## src/rtl/mystic_bram_ctrl.sv

```systemverilog
`default_nettype none
// +--------------------------------------------------------------------------+
// | mystic_bram_ctrl: valid/ready front end for a single-port BRAM, with    |
// | byte-strobe read-modify-write; MYSTIC_BRAM_CLEAR_EN zeroes it on reset.  |
// | Revision: 1.0                                                            |
// +--------------------------------------------------------------------------+
module mystic_bram_ctrl #(
  parameter int DATA_WIDTH = 64,
  parameter int ADDR_WIDTH = 8
) (
  input  logic                    clk_i,
  input  logic                    rst_i,
  input  logic                    req_valid_i,
  output logic                    req_ready_o,
  input  logic                    req_we_i,
  input  logic [ADDR_WIDTH-1:0]   req_addr_i,
  input  logic [DATA_WIDTH-1:0]   req_wdata_i,
  input  logic [DATA_WIDTH/8-1:0] req_wstrb_i,
  output logic                    rsp_valid_o,
  input  logic                    rsp_ready_i,
  output logic [DATA_WIDTH-1:0]   rsp_rdata_o,
  output logic                    bram_we_o,
  output logic [ADDR_WIDTH-1:0]   bram_addr_o,
  output logic [DATA_WIDTH-1:0]   bram_din_o,
  input  logic [DATA_WIDTH-1:0]   bram_dout_i,
  output logic                    busy_o
);

  localparam int STRB_WIDTH = DATA_WIDTH / 8;

  typedef enum logic [2:0] {
    IDLE     = 3'd0,
    RD_WAIT  = 3'd1,
    RD_CAP   = 3'd2,
    RMW_WAIT = 3'd3,
    RMW_WR   = 3'd4,
    RESP     = 3'd5
`ifdef MYSTIC_BRAM_CLEAR_EN
    , CLEAR  = 3'd6
`endif
  } state_t;

  state_t                state, state_nxt;
  logic [DATA_WIDTH-1:0] wdata_cap, wdata_nxt;
  logic [STRB_WIDTH-1:0] wstrb_cap, wstrb_nxt;
  logic                  we_nxt;
  logic [ADDR_WIDTH-1:0] addr_nxt;
  logic [DATA_WIDTH-1:0] din_nxt;
  logic                  rsp_valid_nxt;
  logic [DATA_WIDTH-1:0] rdata_nxt;
  logic [DATA_WIDTH-1:0] merged;
`ifdef MYSTIC_BRAM_CLEAR_EN
  logic [ADDR_WIDTH-1:0] clr_cnt, clr_cnt_nxt;
`endif

  for (genvar b = 0; b < STRB_WIDTH; b++) begin : g_merge
    assign merged[b*8 +: 8] = wstrb_cap[b] ? wdata_cap[b*8 +: 8] : bram_dout_i[b*8 +: 8];
  end

  assign req_ready_o = (state == IDLE) && !rst_i;
  assign busy_o      = (state != IDLE);

  always_ff @(posedge clk_i) begin
    if (rst_i) begin
`ifdef MYSTIC_BRAM_CLEAR_EN
      state   <= CLEAR;
      clr_cnt <= '0;
`else
      state   <= IDLE;
`endif
      wdata_cap   <= '0;
      wstrb_cap   <= '0;
      bram_we_o   <= 1'b0;
      bram_addr_o <= '0;
      bram_din_o  <= '0;
      rsp_valid_o <= 1'b0;
      rsp_rdata_o <= '0;
    end else begin
`ifdef MYSTIC_BRAM_CLEAR_EN
      clr_cnt <= clr_cnt_nxt;
`endif
      state       <= state_nxt;
      wdata_cap   <= wdata_nxt;
      wstrb_cap   <= wstrb_nxt;
      bram_we_o   <= we_nxt;
      bram_addr_o <= addr_nxt;
      bram_din_o  <= din_nxt;
      rsp_valid_o <= rsp_valid_nxt;
      rsp_rdata_o <= rdata_nxt;
    end
  end

  always_comb begin
    state_nxt     = state;
    wdata_nxt     = wdata_cap;
    wstrb_nxt     = wstrb_cap;
    we_nxt        = 1'b0;
    addr_nxt      = bram_addr_o;
    din_nxt       = bram_din_o;
    rsp_valid_nxt = rsp_valid_o;
    rdata_nxt     = rsp_rdata_o;
`ifdef MYSTIC_BRAM_CLEAR_EN
    clr_cnt_nxt   = clr_cnt;
`endif
    unique case (state)
      IDLE: begin
        if (req_valid_i && req_ready_o) begin
          addr_nxt  = req_addr_i;
          wdata_nxt = req_wdata_i;
          wstrb_nxt = req_wstrb_i;
          rdata_nxt = '0;
          if (!req_we_i) begin
            state_nxt = RD_WAIT;
          end else if (req_wstrb_i == '1) begin
            we_nxt    = 1'b1;
            din_nxt   = req_wdata_i;
            state_nxt = RESP;
          end else if (req_wstrb_i == '0) begin
            state_nxt = RESP;
          end else begin
            state_nxt = RMW_WAIT;
          end
        end
      end
      RD_WAIT:  state_nxt = RD_CAP;
      RD_CAP: begin
        rdata_nxt     = bram_dout_i;
        rsp_valid_nxt = 1'b1;
        state_nxt     = RESP;
      end
      RMW_WAIT: state_nxt = RMW_WR;
      RMW_WR: begin
        we_nxt    = 1'b1;
        din_nxt   = merged;
        state_nxt = RESP;
      end
      // Writes enter RESP with rsp_valid low so the response trails the BRAM write by a cycle.
      RESP: begin
        if (!rsp_valid_o) begin
          rsp_valid_nxt = 1'b1;
        end else if (rsp_ready_i) begin
          rsp_valid_nxt = 1'b0;
          state_nxt     = IDLE;
        end
      end
`ifdef MYSTIC_BRAM_CLEAR_EN
      CLEAR: begin
        we_nxt      = 1'b1;
        addr_nxt    = clr_cnt;
        din_nxt     = '0;
        clr_cnt_nxt = clr_cnt + 1'b1;
        if (clr_cnt == '1) state_nxt = IDLE;
      end
`endif
      default: state_nxt = IDLE;
    endcase
  end

endmodule
`default_nettype wire

```

## config.mk

```make
export PLATFORM = sky130hd
export DESIGN_NAME = mystic_bram_ctrl
export DESIGN_NICKNAME = d
export VERILOG_FILES = /design/src/rtl/mystic_bram_ctrl.sv
export SDC_FILE = /design/constraint.sdc
export NUM_CORES = 1
export LEC_CHECK = 0
export CAP_MARGIN = 20
export CORE_AREA = 8 8 154 156
export CTS_CLUSTER_DIAMETER = 100
export DETAILED_ROUTE_END_ITERATION = 16
export DIE_AREA = 0 0 162 164
export PLACE_DENSITY = 0.8
export SKIP_LAST_GASP = 1
export SYNTH_ARGS = -nofsm -noshare
export SYNTH_HDL_FRONTEND = slang
export SYNTH_SLANG_ARGS = --single-unit
export TNS_END_PERCENT = 50
```

## constraint.sdc

```tcl
create_clock -name clk_i -period 2.1 [get_ports clk_i]
set_input_delay 0.42 -clock clk_i [delete_from_list [all_inputs] [get_ports clk_i]]
set_output_delay 0.42 -clock clk_i [all_outputs]
set_load 0.005 [all_outputs]
```

-- Word-level counts from Yosys, hierarchy flattened
Cells that the tools add are included.
- eq/ne operators: 11
- multiplexer cells: 28
- reductions and logical operators: 14
- operators with widths (operator ; count):
    $mux 64 ; 4
    $pmux 64 s2 ; 2
    $mux 8 ; 8
    $mux 3 ; 6
    $pmux 3 s5 ; 1
    $eq 8x8->1 const B ; 1
    $logic_not 8->1 ; 1
    $eq 3x2->1 const B ; 2
    $eq 3x3->1 const B ; 2
    $ne 2x2->1 const B ; 3
    $reduce_bool 2->1 ; 3
    $mux 1 ; 5
    $ne 2x1->1 const B ; 2
    $pmux 1 s2 ; 2
    $reduce_and 2->1 ; 2
    $reduce_and 4->1 ; 1
    $eq 3x1->1 const B ; 1
    $logic_not 3->1 ; 1
    $reduce_and 3->1 ; 1
    $reduce_bool 3->1 ; 1
    $logic_and 1x1->1 ; 2
    $reduce_or 2->1 ; 1
    $logic_not 1->1 ; 1
- register bits after elaboration: 213
- output and inout bits: 140
- word-level logic and storage cells: 61

-- Logic depth before layout (Yosys ltp)
Gate-level depths: netlist of run 1.
- depth after elaboration: 6
- gate-level depth with buffers: 9
- depth with buffers taken out: 4

-- Least setup slack after synthesis of run 1
OpenSTA, ideal clock, no wires.
- path type: in2reg
- start: input rst_i
- end: register bram_din_o[10]
- setup time: 0.096 ns
- arrival: 1.516 ns
- required time: 2.004 ns
- path slack: 0.488 ns
- cell stages on the path: 7
- path buffers: 3
- path through: buf_2 -> nor3_2 -> nand4_1 -> and2_1 -> buf_6 -> buf_6 -> o41ai_2
- cells in the longest elaborated chain, start to end: 5
- RTL lines (item ; RTL line ; text):
    start, declared ; 12 ; input logic rst_i,
    $logic_not 1->1 ; 60 ; assign req_ready_o = (state == IDLE) && !rst_i;
    $logic_and 1x1->1 ; 60 ;
    $logic_and 1x1->1 ; 107 ; if (req_valid_i && req_ready_o) begin
    $ne 2x1->1 (no source line) ; n/a ;
    $reduce_and 4->1 (no source line) ; n/a ;
    end signal, assigned ; 87 ; bram_din_o <= din_nxt;
    end, declared ; 24 ; output logic [DATA_WIDTH-1:0] bram_din_o,
Parallel ways exist; a longest one is shown, timed or not.
A chain may end at the register's enable or synchronous reset.

-- Worst setup path in the final report of run 1
- start: register state[2]
- end: output busy_o
- cells in the longest elaborated chain, start to end: 1
- RTL lines (item ; RTL line ; text):
    start, declared ; 43 ; state_t state, state_nxt;
    start signal, assigned ; 82 ; state <= state_nxt;
    $reduce_bool 3->1 ; 61 ; assign busy_o = (state != IDLE);
    end, declared ; 26 ; output logic busy_o
Every way passes these cells.

==> results of run 1 <==
==> sequential cells by signal (all words and copies together) (netlist names) <==
| register | cells |
|---|---|
| wstrb_cap | 8 |
| wdata_cap | 64 |
| state | 3 |
| bram_we_o | 1 |
| rsp_rdata_o | 64 |
| bram_addr_o | 8 |
| bram_din_o | 64 |
| rsp_valid_o | 1 |
==> placed cells by master (no fill, tap or decap), types with 24 or more instances in the layout <==
| cell | count |
|---|---|
| clkbuf_16 | 25 |
| a211oi_1 | 65 |
| o21ai_1 | 24 |
| nand2_1 | 146 |
| o21ai_0 | 57 |
| nor2b_1 | 65 |
| nand2b_1 | 80 |
| nand4b_1 | 64 |
| clkdlybuf4s50_1 | 285 |
| a2bb2oi_1 | 64 |
| o41ai_2 | 60 |
| buf_4 | 25 |
| dfxtp_1 | 211 |
| nor2_1 | 135 |
==> cell families (layout without fill, tap and decap cells) <==
group                  count (synthesis)  count (layout)  synth area share
other                                  0               1                 0
AO/OA/AOI/OAI                        279             279            0.2489
buffers and inverters                116             370           0.06188
AND/OR/NAND/NOR                      509             509            0.2649
flip-flops                           213             213            0.4243
==> routing by layer <==
metal / up-vias / track usage / routed length, µm
li1: 4449 / - / -
met4: 0 / 0.09386 / 1219
met5: - / 0 / 0
met1: 4428 / 0.2751 / 13260
met2: 314 / 0.3714 / 14730
met3: 79 / 0.06065 / 2508
==> worst max-delay path by stage <==
stage	end	startpoint	slack [ns]
4_1_cts	req_ready_o	state[2]	-0.11
5_1_grt	busy_o	state[2]	-0.000006
6_report	busy_o	state[2]	0.08
3_5_place_dp	bram_din_o[0]	req_valid_i	-0.11
2_1_floorplan	bram_din_o[10]	rst_i	0.49
3_3_place_gp	bram_din_o[2]	req_valid_i	-0.05
==> worst max-delay path, cell delays in order (launching register included) <==
cell           delay (ns)
dfxtp_2              0.38
or3_1                0.40
dlygate4sd2_1        0.31
==> what timing repair did <==
item | CTS | global route
pin swaps | 0 | 0
endpoints found under the setup margin | 2 | 2
cloned | 0 | 0
gates resized for setup | 3 | 1
==> power groups by stage <==
stage	Sequential (mW)	Clock, mW	Combinational [mW]
floorplan	4.57	0	1.03
global placement	4.63	0	1.83
detailed placement	4.64	0	1.86
CTS	4.56	4.49	1.88
global route	4.60	4.67	2.02
finish	4.56	4.41	1.87
==> area by class of cell <==
cell class | count | area, µm²
inverter | 1 | 3.754
fill | 1771 | 7392
clock buffer | 35 | 713.2
timing repair buffer | 325 | 3316
sequential | 213 | 4267
antenna | 1 | 2.502
multi-input combinational | 788 | 5182
tap | 280 | 350.3
clock inverter | 9 | 123.9
==> impl_metrics.py, run 1 <==
metrics = {
    "outcome": {
        "status": "finished clean",
    },
    "timing": {
        "fin_skew_ns": 0.01457,
        "rsz0062_at_grt": "yes",
        "drv_slew": 0,
        "finalWorstSetupSlack_ns": 0.07858,
        "timing.hold.ws_ns": 0.2448,
        "setup_tns_ns": 0,
        "hold_viol_final": 0,
        "setup_viol": 0,
        "slew_headroom": 0.5334,
        "period_share": 0.9626,
        "fmax_mhz": 494.7,
        "layout_min_cycle_time_ns": 2.021,
        "tightestPinTransition_ns": 0.6989,
    },
    "worst_setup_path": {
        "required_ns": 1.68,
        "path_class": "register to output pin",
        "reg2reg_slack_ns": 0.21,
        "start_kind": "register",
        "r2r_cells": 5,
        "path_max_fanout": 10,
        "critPathArrivalTime_ns": 1.60,
        "worstReg2RegStart": "state[1]",
        "r2r_end": "rsp_rdata_o[43]",
        "end_kind": "output pin",
    },
    "yosys": {
        "ys_top_cells_by_area": "dfxtp_1 (42%), o41ai_2 (9.7%), a2bb2oi_1 (5.6%)",
        "yosysMostFrequentCell": "dfxtp_1",
        "synthArstFlopShare": 0,
        "ys_ff_latch": 213,
        "yosysUniqueCellTypes": 34,
        "yosys_warnings": 0,
        "syn_avg_cell_area_um2": 8.997,
        "synth_edf_count": 0,
        "yosysSeqAreaShare": 0.4243,
        "syn_inst": 1117,
        "synthFlopType": "dfxtp_1",
        "syn_area_mm2": 0.01005,
        "yosysTopAreaCell": "dfxtp_1",
        "syn_nets": 1266,
        "synth_top_area_share": 0.4243,
        "synth_common_cells": "dfxtp_1 (213), nand2_1 (147), nor2_1 (135)",
    },
    "routing": {
        "post_drt_wl_per_cell_um": 19.20,
        "antenna_left": 0,
        "first_pass_iters": 5,
        "drcViolationCount": 0,
        "totalWireLength_mm": 31.72,
        "num_vias": 9270,
        "viasPerCell": 5.611,
        "drt_iter0_drc": 517,
    },
    "placed_design": {
        "dp_hpwl_mm": 21.51,
        "place_ws_ns": -0.1112,
        "dp.cells": 1607,
        "gp_congestion": 0.8116,
        "dpl_cell_area_mm2": 0.01312,
        "port_buffers": 288,
    },
    "power_and_ir_drop": {
        "pwr-share-clk": 0.407,
        "pwr-share-seq": 0.421,
        "power.leakage_nw": 5.210,
        "total_power_mw": 10.84,
        "p_comb_frac": 0.172,
        "powerDensity_mw_per_mm2": 776.7,
        "p_int_mw": 8.029,
        "ir_worst_vdd_mv": 0.6003,
        "p_switching_mw": 2.812,
        "switching_share": 0.2594,
    },
    "worst_hold_path": {
        "min_path_type": "input port to register",
        "min_delay_path_depth": 3,
        "min-delay-start": "rst_i",
        "hold_end": "state[2]",
    },
    "run": {
        "max_cap_viol_count": 0,
    },
    "grt": {
        "grt_pass1_vias": 9278,
        "grt_overflow": 0,
        "track_usage": 0.2256,
        "grt_start_max_net_pins": 140,
        "grt_pass1_wl_mm": 49.55,
        "antenna_found_initial": 0,
    },
    "finish": {
        "final-instance-count-excl-fill": 1652,
        "syn2layout_area_growth_pct": 38.89,
        "fin_util": 0.6538,
        "final_area_mm2": 0.01396,
        "layout-drive-gt1-share": 0.1072,
        "num-nets-final": 1502,
    },
    "die": {
        "coreArea_mm2": 0.02135,
        "ios": 289,
        "dieArea_mm2": 0.02657,
        "fp-row-count": 54,
        "die_height_um": 164,
        "initial_utilization": 0.4707,
        "fp.dieW_um": 162,
    },
    "clock_network": {
        "cts_buffers": 24,
        "cts_hold_buffers": 0,
        "clock_latency_ns": 0.51,
        "cts_sinks": 213,
        "clock-root-buffer": "clkbuf_16",
        "htreeDepth": 1,
        "cts_tree": "done",
        "post_cts_buffers": 0,
        "clk_pin_slew_ns": 0.06,
        "ctsLongestPathBuffers": 3,
    },
}
Note: power is estimated with default switching activity, not from simulation.
==> run 2: changes to the inputs <==
Settings changed: ABC_CLOCK_PERIOD_IN_PS from default to 2100.
==> results of run 2 <==
Same layout as run 1: the final DEF is identical, and so are final timing and power.
